===== config.mk =====
export PLATFORM = sky130hd
export DESIGN_NAME = arbiter_response_reader_flat
export DESIGN_NICKNAME = d
export VERILOG_FILES = /design/src/rtl/arbiter_response_reader_if.sv /design/src/rtl/arbiter_response_reader.sv /design/src/flat_wrapper.sv
export SDC_FILE = /design/constraint.sdc
export NUM_CORES = 1
export LEC_CHECK = 0
export ABC_AREA = 1
export CAP_MARGIN = 5
export CORE_ASPECT_RATIO = 1.25
export CORE_MARGIN = 2
export CORE_UTILIZATION = 52
export CTS_BUF_LIST = sky130_fd_sc_hd__clkbuf_8
export CTS_CLUSTER_DIAMETER = 50
export CTS_CLUSTER_SIZE = 24
export DETAILED_ROUTE_END_ITERATION = 16
export HOLD_SLACK_MARGIN = 0.05
export PLACE_DENSITY = 0.84
export SLEW_MARGIN = 20
export SYNTH_ARGS = -nofsm -noshare
export SYNTH_HDL_FRONTEND = slang
export SYNTH_SLANG_ARGS = --single-unit
export TNS_END_PERCENT = 30

===== constraint.sdc =====
create_clock -name clk -period 1.35 [get_ports clk]
set_clock_uncertainty 0.1 [all_clocks]
set_input_delay 0.135 -clock clk [delete_from_list [all_inputs] [get_ports clk]]
set_output_delay 0.135 -clock clk [all_outputs]
set_load 0.01 [all_outputs]

===== src/rtl/arbiter_response_reader_if.sv =====
// Challenge/response handshake bundle for the arbiter PUF response reader.
interface arbiter_response_reader_if #(
  parameter int CHAL_W = 8
);
  logic              chal_valid;
  logic              chal_ready;
  logic [CHAL_W-1:0] challenge;
  logic              resp_valid;
  logic              resp_ready;
  logic              resp_bit;
  logic              resp_unstable;
  logic              resp_timeout;

  modport master (
    output chal_valid, challenge, resp_ready,
    input  chal_ready, resp_valid, resp_bit, resp_unstable, resp_timeout
  );

  modport slave (
    input  chal_valid, challenge, resp_ready,
    output chal_ready, resp_valid, resp_bit, resp_unstable, resp_timeout
  );
endinterface


===== src/rtl/arbiter_response_reader.sv =====
// Arbiter PUF reader: applies a challenge, runs VOTES races, and reports a
// majority-voted response with instability and timeout flags.
//
// state | meaning
// IDLE  | waiting for a challenge, chal_ready high
// QUIET | chain held low until both outputs read 0 for SETTLE cycles
// RACE  | launch high, waiting for the first output to rise or a timeout
// TALLY | one cycle folding the race result into the vote counters
// DONE  | response held until the consumer accepts it
module arbiter_response_reader #(
  parameter int CHAL_W  = 8,
  parameter int VOTES   = 5,
  parameter int SETTLE  = 4,
  parameter int TIMEOUT = 64
) (
  input  logic                      clk,
  input  logic                      rst_n,
  arbiter_response_reader_if.slave  bus,
  output logic [CHAL_W-1:0]         chal_out,
  output logic                      launch,
  input  logic                      race_x,
  input  logic                      race_y
);
  typedef enum logic [2:0] {S_IDLE, S_QUIET, S_RACE, S_TALLY, S_DONE} state_t;

  localparam logic [7:0] SETTLE_LD  = 8'(SETTLE - 1);
  localparam logic [7:0] TIMEOUT_LD = 8'(TIMEOUT - 1);
  localparam logic [3:0] VOTES_C    = 4'(VOTES);
  localparam logic [3:0] HALF       = 4'(VOTES / 2);

  state_t      state, state_nxt;
  logic [1:0]  sync_x, sync_y;
  logic        x_s, y_s;
  logic        run;
  logic [7:0]  quiet_cnt, race_cnt;
  logic [3:0]  ones, votes_done, ones_sum;
  logic        win_x, tie_seen, to_seen;
  logic        resp_bit_q, resp_unstable_q, resp_timeout_q;
  logic        capture, quiet, resolved, race_to, last_vote;

  assign x_s       = sync_x[1];
  assign y_s       = sync_y[1];
  assign capture   = bus.chal_valid & bus.chal_ready;
  assign quiet     = ~x_s & ~y_s;
  assign resolved  = x_s | y_s;
  assign race_to   = ~resolved & (race_cnt == 8'd0);
  assign ones_sum  = ones + {3'b000, win_x};
  assign last_vote = (votes_done + 4'd1) == VOTES_C;

  assign bus.resp_bit      = resp_bit_q;
  assign bus.resp_unstable = resp_unstable_q;
  assign bus.resp_timeout  = resp_timeout_q;

  always_ff @(posedge clk or negedge rst_n) begin
    if (!rst_n) state <= S_IDLE;
    else        state <= state_nxt;
  end

  always_comb begin
    state_nxt = state;
    case (state)
      S_IDLE:  if (capture) state_nxt = S_QUIET;
      S_QUIET: if (quiet && quiet_cnt == 8'd0) state_nxt = S_RACE;
      S_RACE:  if (resolved || race_to) state_nxt = S_TALLY;
      S_TALLY: state_nxt = last_vote ? S_DONE : S_QUIET;
      S_DONE:  if (bus.resp_ready) state_nxt = S_IDLE;
      default: state_nxt = S_IDLE;
    endcase
  end

  // run keeps chal_ready low for as long as reset is held.
  always_comb begin
    bus.chal_ready = 1'b0;
    bus.resp_valid = 1'b0;
    launch         = 1'b0;
    case (state)
      S_IDLE:  bus.chal_ready = run;
      S_RACE:  launch = 1'b1;
      S_DONE:  bus.resp_valid = 1'b1;
      default: ;
    endcase
  end

  always_ff @(posedge clk or negedge rst_n) begin
    if (!rst_n) begin
      run             <= 1'b0;
      sync_x          <= 2'b00;
      sync_y          <= 2'b00;
      chal_out        <= '0;
      quiet_cnt       <= 8'd0;
      race_cnt        <= 8'd0;
      ones            <= 4'd0;
      votes_done      <= 4'd0;
      win_x           <= 1'b0;
      tie_seen        <= 1'b0;
      to_seen         <= 1'b0;
      resp_bit_q      <= 1'b0;
      resp_unstable_q <= 1'b0;
      resp_timeout_q  <= 1'b0;
    end else begin
      run    <= 1'b1;
      sync_x <= {sync_x[0], race_x};
      sync_y <= {sync_y[0], race_y};
      case (state)
        S_IDLE: begin
          if (capture) begin
            chal_out   <= bus.challenge;
            ones       <= 4'd0;
            votes_done <= 4'd0;
            tie_seen   <= 1'b0;
            to_seen    <= 1'b0;
            quiet_cnt  <= SETTLE_LD;
          end
        end
        S_QUIET: begin
          race_cnt <= TIMEOUT_LD;
          if (!quiet)                  quiet_cnt <= SETTLE_LD;
          else if (quiet_cnt != 8'd0)  quiet_cnt <= quiet_cnt - 8'd1;
        end
        S_RACE: begin
          // a simultaneous rise counts as a loss for x and marks the vote unstable
          if (resolved) begin
            win_x <= x_s & ~y_s;
            if (x_s && y_s) tie_seen <= 1'b1;
          end else if (race_cnt == 8'd0) begin
            win_x   <= 1'b0;
            to_seen <= 1'b1;
          end else begin
            race_cnt <= race_cnt - 8'd1;
          end
        end
        S_TALLY: begin
          ones       <= ones_sum;
          votes_done <= votes_done + 4'd1;
          quiet_cnt  <= SETTLE_LD;
          if (last_vote) begin
            resp_bit_q      <= ones_sum > HALF;
            resp_unstable_q <= ((ones_sum != 4'd0) && (ones_sum != VOTES_C)) || tie_seen;
            resp_timeout_q  <= to_seen;
          end
        end
        default: ;
      endcase
    end
  end
endmodule


===== src/flat_wrapper.sv =====
// flat-port wrapper written by rule: the top's interface ports become plain ports
module arbiter_response_reader_flat 
#(
  parameter int CHAL_W  = 8,
  parameter int VOTES   = 5,
  parameter int SETTLE  = 4,
  parameter int TIMEOUT = 64
)
  (clk, rst_n, chal_out, launch, race_x, race_y, bus_chal_valid, bus_challenge, bus_resp_ready, bus_chal_ready, bus_resp_valid, bus_resp_bit, bus_resp_unstable, bus_resp_timeout);
  arbiter_response_reader_if #(.CHAL_W(CHAL_W)) bus_i ();
  input  logic clk;
  input  logic rst_n;
  output logic [CHAL_W-1:0] chal_out;
  output logic launch;
  input  logic race_x;
  input  logic race_y;
  input wire logic [$bits(bus_i.chal_valid)-1:0] bus_chal_valid;
  input wire logic [$bits(bus_i.challenge)-1:0] bus_challenge;
  input wire logic [$bits(bus_i.resp_ready)-1:0] bus_resp_ready;
  output wire logic [$bits(bus_i.chal_ready)-1:0] bus_chal_ready;
  output wire logic [$bits(bus_i.resp_valid)-1:0] bus_resp_valid;
  output wire logic [$bits(bus_i.resp_bit)-1:0] bus_resp_bit;
  output wire logic [$bits(bus_i.resp_unstable)-1:0] bus_resp_unstable;
  output wire logic [$bits(bus_i.resp_timeout)-1:0] bus_resp_timeout;
  assign bus_i.chal_valid = bus_chal_valid;
  assign bus_i.challenge = bus_challenge;
  assign bus_i.resp_ready = bus_resp_ready;
  assign bus_chal_ready = bus_i.chal_ready;
  assign bus_resp_valid = bus_i.resp_valid;
  assign bus_resp_bit = bus_i.resp_bit;
  assign bus_resp_unstable = bus_i.resp_unstable;
  assign bus_resp_timeout = bus_i.resp_timeout;
  arbiter_response_reader #(.CHAL_W(CHAL_W), .VOTES(VOTES), .SETTLE(SETTLE), .TIMEOUT(TIMEOUT)) u_core (.clk(clk), .rst_n(rst_n), .bus(bus_i), .chal_out(chal_out), .launch(launch), .race_x(race_x), .race_y(race_y));
endmodule

### Yosys cells after proc, flatten, opt, wreduce, memory -nomap -nowiden

Index checks and enable logic that the tools add are counted.

* equal/unequal tests: 16
* $add $sub $neg: 4
* reductions and logical operators: 24
* $mul: 0
* shift-type cells: 0
* bitwise logic cells: 8
* order comparisons: 1
* muxes and demuxes: 28
* div/mod/pow operators: 0

Operator list (number)
* $mux 8: 5
* $pmux 8 s3: 1
* $logic_not 8->1: 2
* $pmux 4 s2: 2
* $pmux 8 s2: 1
* $sub 8x1->8 const B: 2
* $mux 3: 5
* $pmux 3 s5: 1
* $ne 2x1->1 const B: 6
* $reduce_and 4->1: 3
* $mux 1: 10
* $reduce_and 2->1: 4
* $reduce_bool 2->1: 4
* $reduce_bool 8->1: 1
* $eq 3x2->1 const B: 2
* $ne 2x2->1 const B: 3
* $reduce_and 3->1: 2
* $add 4x1->4: 1
* $add 4x1->4 const B: 1
* $and 1x1->1: 4
* $eq 4x3->1 const B: 1
* $gt 4x2->1 const B: 1
* $mux 4: 1
* $ne 4x3->1 const B: 1
* other kinds (11): 17

* latch bits: 0
* ROM bits: 0
* memories kept: 0
* bits in writable memories: 0
* word-level logic and storage cells: 96
* flip-flop bits (word level): 46
* input port bits: 14
* output and inout port bits: 14

### Logic depth before layout (Yosys ltp)

Gate-level depths: netlist of the first run.

* word-level depth: 6
* gate-level depth with buffers: 11
* mapped depth without buffers: 10

### Worst setup path after synthesis of the first run

Ideal clock, no wire load.

* kind: reg-to-reg
* from: reg u_core.win_x
* to: reg u_core.resp_unstable_q, in the netlist u_core.bus.resp_unstable
* arrival: 1260 ps
* required time: 1127 ps
* setup slack: -133 ps
* setup time: 123 ps
* stages on the path, launching flop included: 7
* path through: dfrtp_1 > ha_1 > ha_1 > xnor2_1 > xor2_1 > o21ai_0 > nand2_1

* word-level cells in the longest chain between the ends: 4
* elaborated cells on any way between the ends: 5
* those cells by class: 1 x add/sub; 1 x eq/ne; 3 x reduce/logical

RTL lines
* start, declared: line arbiter_response_reader.sv:37 `logic win_x, tie_seen, to_seen;`
* start signal, assigned: line arbiter_response_reader.sv:123 `win_x <= x_s & ~y_s;`
* $add 4x1->4 *: line arbiter_response_reader.sv:47 `assign ones_sum = ones + {3'b000, win_x};`
* $ne 4x3->1 / $reduce_bool 4->1 (equally long branches): line arbiter_response_reader.sv:138 `resp_unstable_q <= ((ones_sum != 4'd0) && (ones_sum != VOTES_C)) || tie_seen;`
* $logic_and 1x1->1 *: line arbiter_response_reader.sv:138
* $logic_or 1x1->1 *: line arbiter_response_reader.sv:138
* end signal, assigned: line arbiter_response_reader.sv:138
* end, declared: line arbiter_response_reader.sv:38 `logic resp_bit_q, resp_unstable_q, resp_timeout_q;`

Every way passes the cells marked *; elsewhere a longest branch is shown, timed or not.
A chain may end at the register's enable or synchronous reset.

### Final worst setup path of the first run

* from: reg u_core.quiet_cnt[5]
* to: reg u_core.state[1]

* word-level cells in the longest chain between the ends: 4

RTL lines
* start, declared: line arbiter_response_reader.sv:35 `logic [7:0] quiet_cnt, race_cnt;`
* start signal, assigned: line arbiter_response_reader.sv:118 `else if (quiet_cnt != 8'd0) quiet_cnt <= quiet_cnt - 8'd1;`
* $logic_not 8->1: line arbiter_response_reader.sv:63 `S_QUIET: if (quiet && quiet_cnt == 8'd0) state_nxt = S_RACE;`
* $logic_and 1x1->1: line arbiter_response_reader.sv:63
* $ne 2x1->1 (no source line)
* $reduce_and 4->1 (no source line)
* end signal, assigned: line arbiter_response_reader.sv:56 `else state <= state_nxt;`
* end, declared: line arbiter_response_reader.sv:31 `state_t state, state_nxt;`

No other way between the ends.

==> flow_summary_export.csv, run 1 <==
group,metric,value,unit
run_status,status,"finished, violations left",
run_status,violations,"negative setup slack",
clocking,clock-sinks,46,
floorplan,core_region_area,0.00446,mm2
critical_path,rr_startpoint,"u_core.quiet_cnt[5]",
detailed_routing,num_vias,2835,
floorplan,dieHeight,80.6,um
critical_path,rrSetupSlack,-370,ps
synthesis,yosysWarnings,0,
pwr,vdd_drop_max,1.14,mV
clocking,cts_root_buf,"clkbuf_8",
critical_path,critPathCaptureType,"register",
global_routing,use_met3,7.42,%
pwr,power_per_cell_area,2020,mW/mm2
finish,layout.nets,440,
floorplan,rows,27,
clocking,tritoncts,"done",
placed_design,dp.cells,453,
floorplan,start_util,54.7,%
job,cap_violations,0,
finish,fin_area,0.00380,mm2
synthesis,seq_area_frac_synth,47.2,%
critical_path,r2r_end,"u_core.state[1]",
critical_path,cp_cell_sequence,"buf_4 > nor2_1 > nand3_1 > o21bai_2 > nand2_2 > nor2_2 > nand2_1 > nand2_1",
clocking,cts-htree-levels,2,
detailed_routing,antenna_left,0,
pwr,leakagePower,1.93,nW
sta,period_share,127,%
critical_path,critical_path_arrival,1870,ps
finish,antennaDiodeCount,0,
clocking,cts_buffer_depth,2,
synthesis,syn_area,0.00244,mm2
finish,register_area,0.00115,mm2
finish,final_layout_size_suffix_gt1_share,42.2,%
critical_path,startpoint,"u_core.quiet_cnt[5]",
detailed_routing,viasPerCell,5.94,
finish,finalNonFillerCells,477,
synthesis,synth_ff_type,"dfrtp_1",
critical_path,crit_required,1510,ps
pwr,power,0.00768,W
finish,fillers,201,
global_routing,busiest_layer,"met2",
global_routing,grt_max_degree,32,
detailed_routing,drtIter0Drc,278,
global_routing,grt_pass1_vias,2730,
detailed_routing,drt_wl_total,9590,um
sta,fin_ws,-366,ps
sta,rsz0062_at_grt,"true",
finish,multiInputGateArea,0.00142,mm2
finish,synthToLayoutAreaGrowth,55.8,%
detailed_routing,drc,0,
global_routing,gr-total-overflow,0,
critical_path,cp-start-kind,"register",
floorplan,dieArea,0.00526,mm2
hold_path,min_path_type,"in -> async",
clocking,numCtsBuffers,5,
sta,fmax,583,MHz
floorplan,ios,28,
placed_design,numPortBuffers,27,
synthesis,ys_async_sr_fraction,100,%
sta,slew_violations,0,
critical_path,r2r_cells,8,
critical_path,crit_type,"reg -> reg",
synthesis,synth_fp_nets,336,
critical_path,worst-path-buf-inv,1,
sta,fin_crit,1720,ps
detailed_routing,wl_per_cell,20.1,um
clocking,insertion_delay,320,ps
global_routing,use_met1,32.9,%
critical_path,crit_path_frequent_cell,"nand2_1",
sta,setup_violations,44,
clocking,clkSlewWorstSetupHoldPaths,90,ps
synthesis,yosysUniqueCellTypes,27,
global_routing,use_met2,58.1,%
synthesis,synth_edf_count,0,
sta,hold_viol_final,0,
placed_design,routabilityCongestion,0.805,
global_routing,grt_pass1_wl,12600,um
placed_design,place_area,0.00324,mm2
synthesis,postSynthRegisterBits,46,
critical_path,crit_path_top_delay_cell,"dfrtp_1",
synthesis,post_synth_inst_count,314,
global_routing,groute.usage.overall,31.8,%
critical_path,critPathTopFamily,"simple AND/OR/NAND/NOR gates",
detailed_routing,first_pass_iters,7,
synthesis,postSynthAreaPerCell,7.77,um2
placed_design,dp_hpwl,4470,um
critical_path,crit_fanout,3,
global_routing,antenna_found_initial,0,
critical_path,cpPeakStageDelay,400,ps
floorplan,fp.dieW,65.3,um
## cells in the final DEF (no fill, tap or decap), types with 2 or more instances in the layout
master           synthesis  final
o22ai_1                  2      2
nand3_4                  0      2
o21ai_2                  5     12
buf_2                    2      4
inv_1                   39     28
clkdlybuf4s50_1          0     12
nand3_1                 29     26
dfrtp_1                 46     46
inv_2                    3     11
dlygate4sd2_1            0     11
clkbuf_8                 0      7
ha_4                     0      4
nand2_4                  0      9
nand3_2                  1      2
nor3_4                   0      2
inv_4                    0      3
xor2_1                   4      4
nand2_2                  4     23
o21ai_0                 15      5
buf_12                   0      3
buf_6                    2      7
nor2_2                   2      8
nand4_1                  6      6
a21oi_2                  1      2
ha_2                     0      3
nor2_4                   3      6
buf_4                    1     63
o21ai_1                  3      5
nor2_1                  23     14
nand2_1                105     77
## cells by family after synthesis
group                      after synthesis  share of synthesized area, %
and+or+nand+nor                        177                          31.3
xor gates and xnor gates                 5                          1.79
DFF                                     46                          47.2
AOI/OAI and AO/OA                       30                          7.38
other                                    1                         0.154
adders and majority gates                8                          4.10
buffers and inverters                   47                          8.10
## synth_stat cells, types with 4 or more instances
library cell	instances	area (um2)
nor3_1	4	20.0
nand4_1	6	37.5
nor2_1	23	86.3
o21ai_0	15	75.1
nand2_2	4	25.0
nand3_1	29	145
nand2_1	105	394
inv_1	39	146
xor2_1	4	35.0
dfrtp_1	46	1150
o21ai_2	5	43.8
ha_1	8	100
## metrics by stage
stage / util (%) / worst slack, ps / setup TNS (ps) / hold slack, ps
2_1_floorplan: - / -96.7 / -1850 / -261
3_3_place_gp: 72.6 / -138 / -2650 / -25.4
3_5_place_dp: 72.6 / -193 / -4390 / -23.7
4_1_cts: 79.9 / -112 / -2960 / 159
5_1_grt: 85.3 / -414 / -10820 / 176
6_report: 85.3 / -366 / -8780 / 159
## timing repair
| action | CTS | global route |
|---|---|---|
| pin swaps | 13 | 19 |
| hold buffers | 1 | 0 |
| gates cloned | 1 | 0 |
| setup endpoints to repair | 55 | 44 |
| buffers inserted | 10 | 4 |
| gates resized for setup | 60 | 64 |
| hold endpoints to repair | 46 | 0 |
## area by class of cell
| cell class | count | share of cell area [%] |
|---|---|---|
| multi-input cells | 221 | 37.4 |
| well taps | 58 | 1.91 |
| inverters | 42 | 4.34 |
| repair buffers | 102 | 23.3 |
| clock buffers | 7 | 2.53 |
| flip-flops and latches | 46 | 30.3 |
| clock inverters | 1 | 0.230 |
## power breakdown
part	switching (W)	internal, W	total [W]
Clock	0.000488	0.000469	0.000957
Combinational	0.00253	0.00207	0.00460
Sequential	0.000352	0.00177	0.00213
Total	0.00337	0.00431	0.00768
## worst max-delay path by stage
stage | depth (start not counted) | endpoint
4_1_cts | 8 | u_core.quiet_cnt[2]
3_3_place_gp | 4 | bus_chal_ready
6_report | 8 | u_core.state[1]
5_1_grt | 8 | u_core.state[0]
3_5_place_dp | 8 | u_core.quiet_cnt[7]
2_1_floorplan | 11 | u_core.race_cnt[4]
## routing by layer
| metal | vias to the layer above | routed length (um) |
|---|---|---|
| li1 | 1198 | - |
| met1 | 1327 | 3240 |
| met2 | 223 | 4850 |
| met3 | 87 | 683 |
| met4 | 0 | 815 |
| met5 | - | 0 |
## flip-flops by register name (all words and copies together), names as in the netlist
name and cells:
u_core.to_seen 1, u_core.bus.resp_timeout 1, u_core.sync_x 2, u_core.tie_seen 1
u_core.win_x 1, u_core.race_cnt 8, u_core.bus.resp_bit 1, u_core.quiet_cnt 8
u_core.bus.resp_unstable 1, u_core.votes_done 4, u_core.chal_out 8, u_core.sync_y 2
u_core.state 3, u_core.run 1, u_core.ones 4
Note: power is estimated with default switching activity, not from simulation.
==> run 2, diff against run 1 <==
--- a/config.mk
+++ b/config.mk
@@ -8,7 +8,9 @@
 export ABC_AREA = 1
 export CAP_MARGIN = 5
+export CELL_PAD_IN_SITES_DETAIL_PLACEMENT = 0
+export CELL_PAD_IN_SITES_GLOBAL_PLACEMENT = 2
 export CORE_ASPECT_RATIO = 1.25
 export CORE_MARGIN = 2
-export CORE_UTILIZATION = 52
+export CORE_UTILIZATION = 31
 export CTS_BUF_LIST = sky130_fd_sc_hd__clkbuf_8
 export CTS_CLUSTER_DIAMETER = 50
@@ -16,5 +18,5 @@
 export DETAILED_ROUTE_END_ITERATION = 16
 export HOLD_SLACK_MARGIN = 0.05
-export PLACE_DENSITY = 0.84
+export PLACE_DENSITY = 0.85
 export SLEW_MARGIN = 20
 export SYNTH_ARGS = -nofsm -noshare
--- a/constraint.sdc
+++ b/constraint.sdc
@@ -3,3 +3,3 @@
 set_input_delay 0.135 -clock clk [delete_from_list [all_inputs] [get_ports clk]]
 set_output_delay 0.135 -clock clk [all_outputs]
-set_load 0.01 [all_outputs]
+set_load 0.02 [all_outputs]
==> flow_summary_export.csv, run 2 (synthesis gave the netlist of run 1 again) <==
group,metric,value,unit
clocking,cts_root_buf,"clkbuf_8",
run_status,violations,"negative setup slack",
detailed_routing,first_pass_iters,4,
global_routing,grt_pass1_vias,2288,
critical_path,crit_required,1120,ps
finish,reg_top3,"u_core.chal_out: 8 flops, u_core.quiet_cnt: 8 flops, u_core.race_cnt: 8 flops",
sta,rsz0062_at_grt,"true",
floorplan,ios,28,
sta,setup_violations,38,
sta,hold_viol_final,0,
detailed_routing,antenna_left,0,
floorplan,dieHeight,103,um
finish,final_layout_size_suffix_gt1_share,35.6,%
sta,whs,164,ps
sta,fin_crit,1510,ps
floorplan,dieArea,0.00860,mm2
finish,finalNonFillerCells,514,
detailed_routing,route.met3.wl,143,um
finish,final_common_cell,"nand2_1",
detailed_routing,wl_per_cell,11.7,um
detailed_routing,wl_met2,2940,um
floorplan,start_util,31.7,%
finish,antennaDiodeCount,0,
detailed_routing,drt_wl_total,6000,um
clocking,clkSlewWorstSetupHoldPaths,90,ps
detailed_routing,top_layer,"met4",
global_routing,grt_pass1_wl,10500,um
clocking,clock-sinks,46,
sta,fmax,660,MHz
clocking,cts-htree-levels,2,
pwr,leakagePower,1.89,nW
pwr,vdd_drop_max,0.883,mV
critical_path,crit_fanout,3,
clocking,tritoncts,"done",
critical_path,crit_type,"reg -> out",
finish,layout_common_cells,"nand2_1, buf_4, dfrtp_1",
global_routing,groute.usage.overall,15.3,%
global_routing,gr-total-overflow,0,
placed_design,routabilityCongestion,0.793,
clocking,numCtsBuffers,5,
sta,fin_setup_tns,-2860,ps
floorplan,fp.dieW,83.4,um
hold_path,min_path_type,"in -> async",
critical_path,cp-start-kind,"register",
run_status,status,"finished, violations left",
pwr,power,0.00679,W
finish,layout.nets,440,
detailed_routing,drc,0,
floorplan,core_region_area,0.00770,mm2
job,cap_violations,0,
placed_design,numPortBuffers,27,
sta,period_share,112,%
critical_path,critPathCaptureType,"output port",
detailed_routing,viasPerCell,4.47,
global_routing,grt_max_degree,35,
critical_path,critical_path_arrival,1280,ps
detailed_routing,drtIter0Drc,96,
finish,post-route-util,48.5,%
detailed_routing,num_vias,2299,
clocking,cts_buffer_depth,2,
placed_design,dp.cells,498,
pwr,power_per_cell_area,1820,mW/mm2
floorplan,rows,36,
global_routing,antenna_found_initial,0,
clocking,insertion_delay,310,ps
placed_design,dp_hpwl,4330,um
detailed_routing,wl_met1,2810,um
finish,synthToLayoutAreaGrowth,53.0,%
sta,slew_violations,0,
sta,fin_ws,-165,ps
==> run 2: cell types whose count changed in the layout (fill, tap and decap cells not counted), sizes merged <==
cell	before	now
buf	78	76
clkbuf	7	5
inv	42	44
nand2	109	111
bufinv	0	1
clkinv	1	0
==> run 2: what timing repair did <==
item,CTS,global route
gates cloned,2,0
endpoints found under the hold margin,46,0
pin swaps,15,21
hold buffers,1,0
gates resized for setup,68,29
endpoints found under the setup margin,55,43
buffers inserted,3,3
==> run 2: cell type report <==
cell class,count,area (um2)
tap,95,119
clock inverter,3,37.5
clock buffer,5,68.8
inverter,42,158
multi-input combinational,223,1360
fill,773,3970
sequential,46,1150
timing repair buffer,100,838
==> run 2: through the flow <==
stage / instance area (um2) / worst slack, ps
after floorplan: 2480 / -158
after global placement: 3340 / -234
after detailed placement: 3340 / -269
after CTS: 3600 / -194
after global routing: 3740 / -225
final: 3740 / -165
==> run 2: final timing paths <==
| path | start | cells after the start | slack (ps) | to |
|---|---|---|---|---|
| worst max-delay path | u_core.state[0] | 3 | -160 | bus_resp_valid |
| min in group clk | race_x | 1 | 170 | u_core.sync_x[0] |
| max in group asynchronous | rst_n | 3 | 470 | u_core.state[1] |
| worst max register to register | u_core.race_cnt[0] | 10 | -140 | u_core.win_x |
| worst min-delay path | rst_n | 2 | 160 | u_core.quiet_cnt[5] |
| worst min register to register | u_core.sync_y[0] | 0 | 250 | u_core.sync_y[1] |
==> run 2: report_power, final <==
group	internal [W]	switching, W	leakage [nW]
combinational	0.00169	0.00201	1.25
sequential	0.00178	0.000282	0.578
clock	0.000540	0.000481	0.0607
==> run 2: critical path, cell delays in order, from the launching register on <==
cell and delay [ps]:
dfrtp_2 430, buf_4 140, nor3_4 250, buf_6 160
==> run 2: layer usage <==
layer | up-vias | GRT usage (%)
met5 | - | 0
met4 | 0 | 5.67
met3 | 8 | 2.86
met2 | 26 | 26.8
met1 | 1065 | 19.0
li1 | 1200 | -
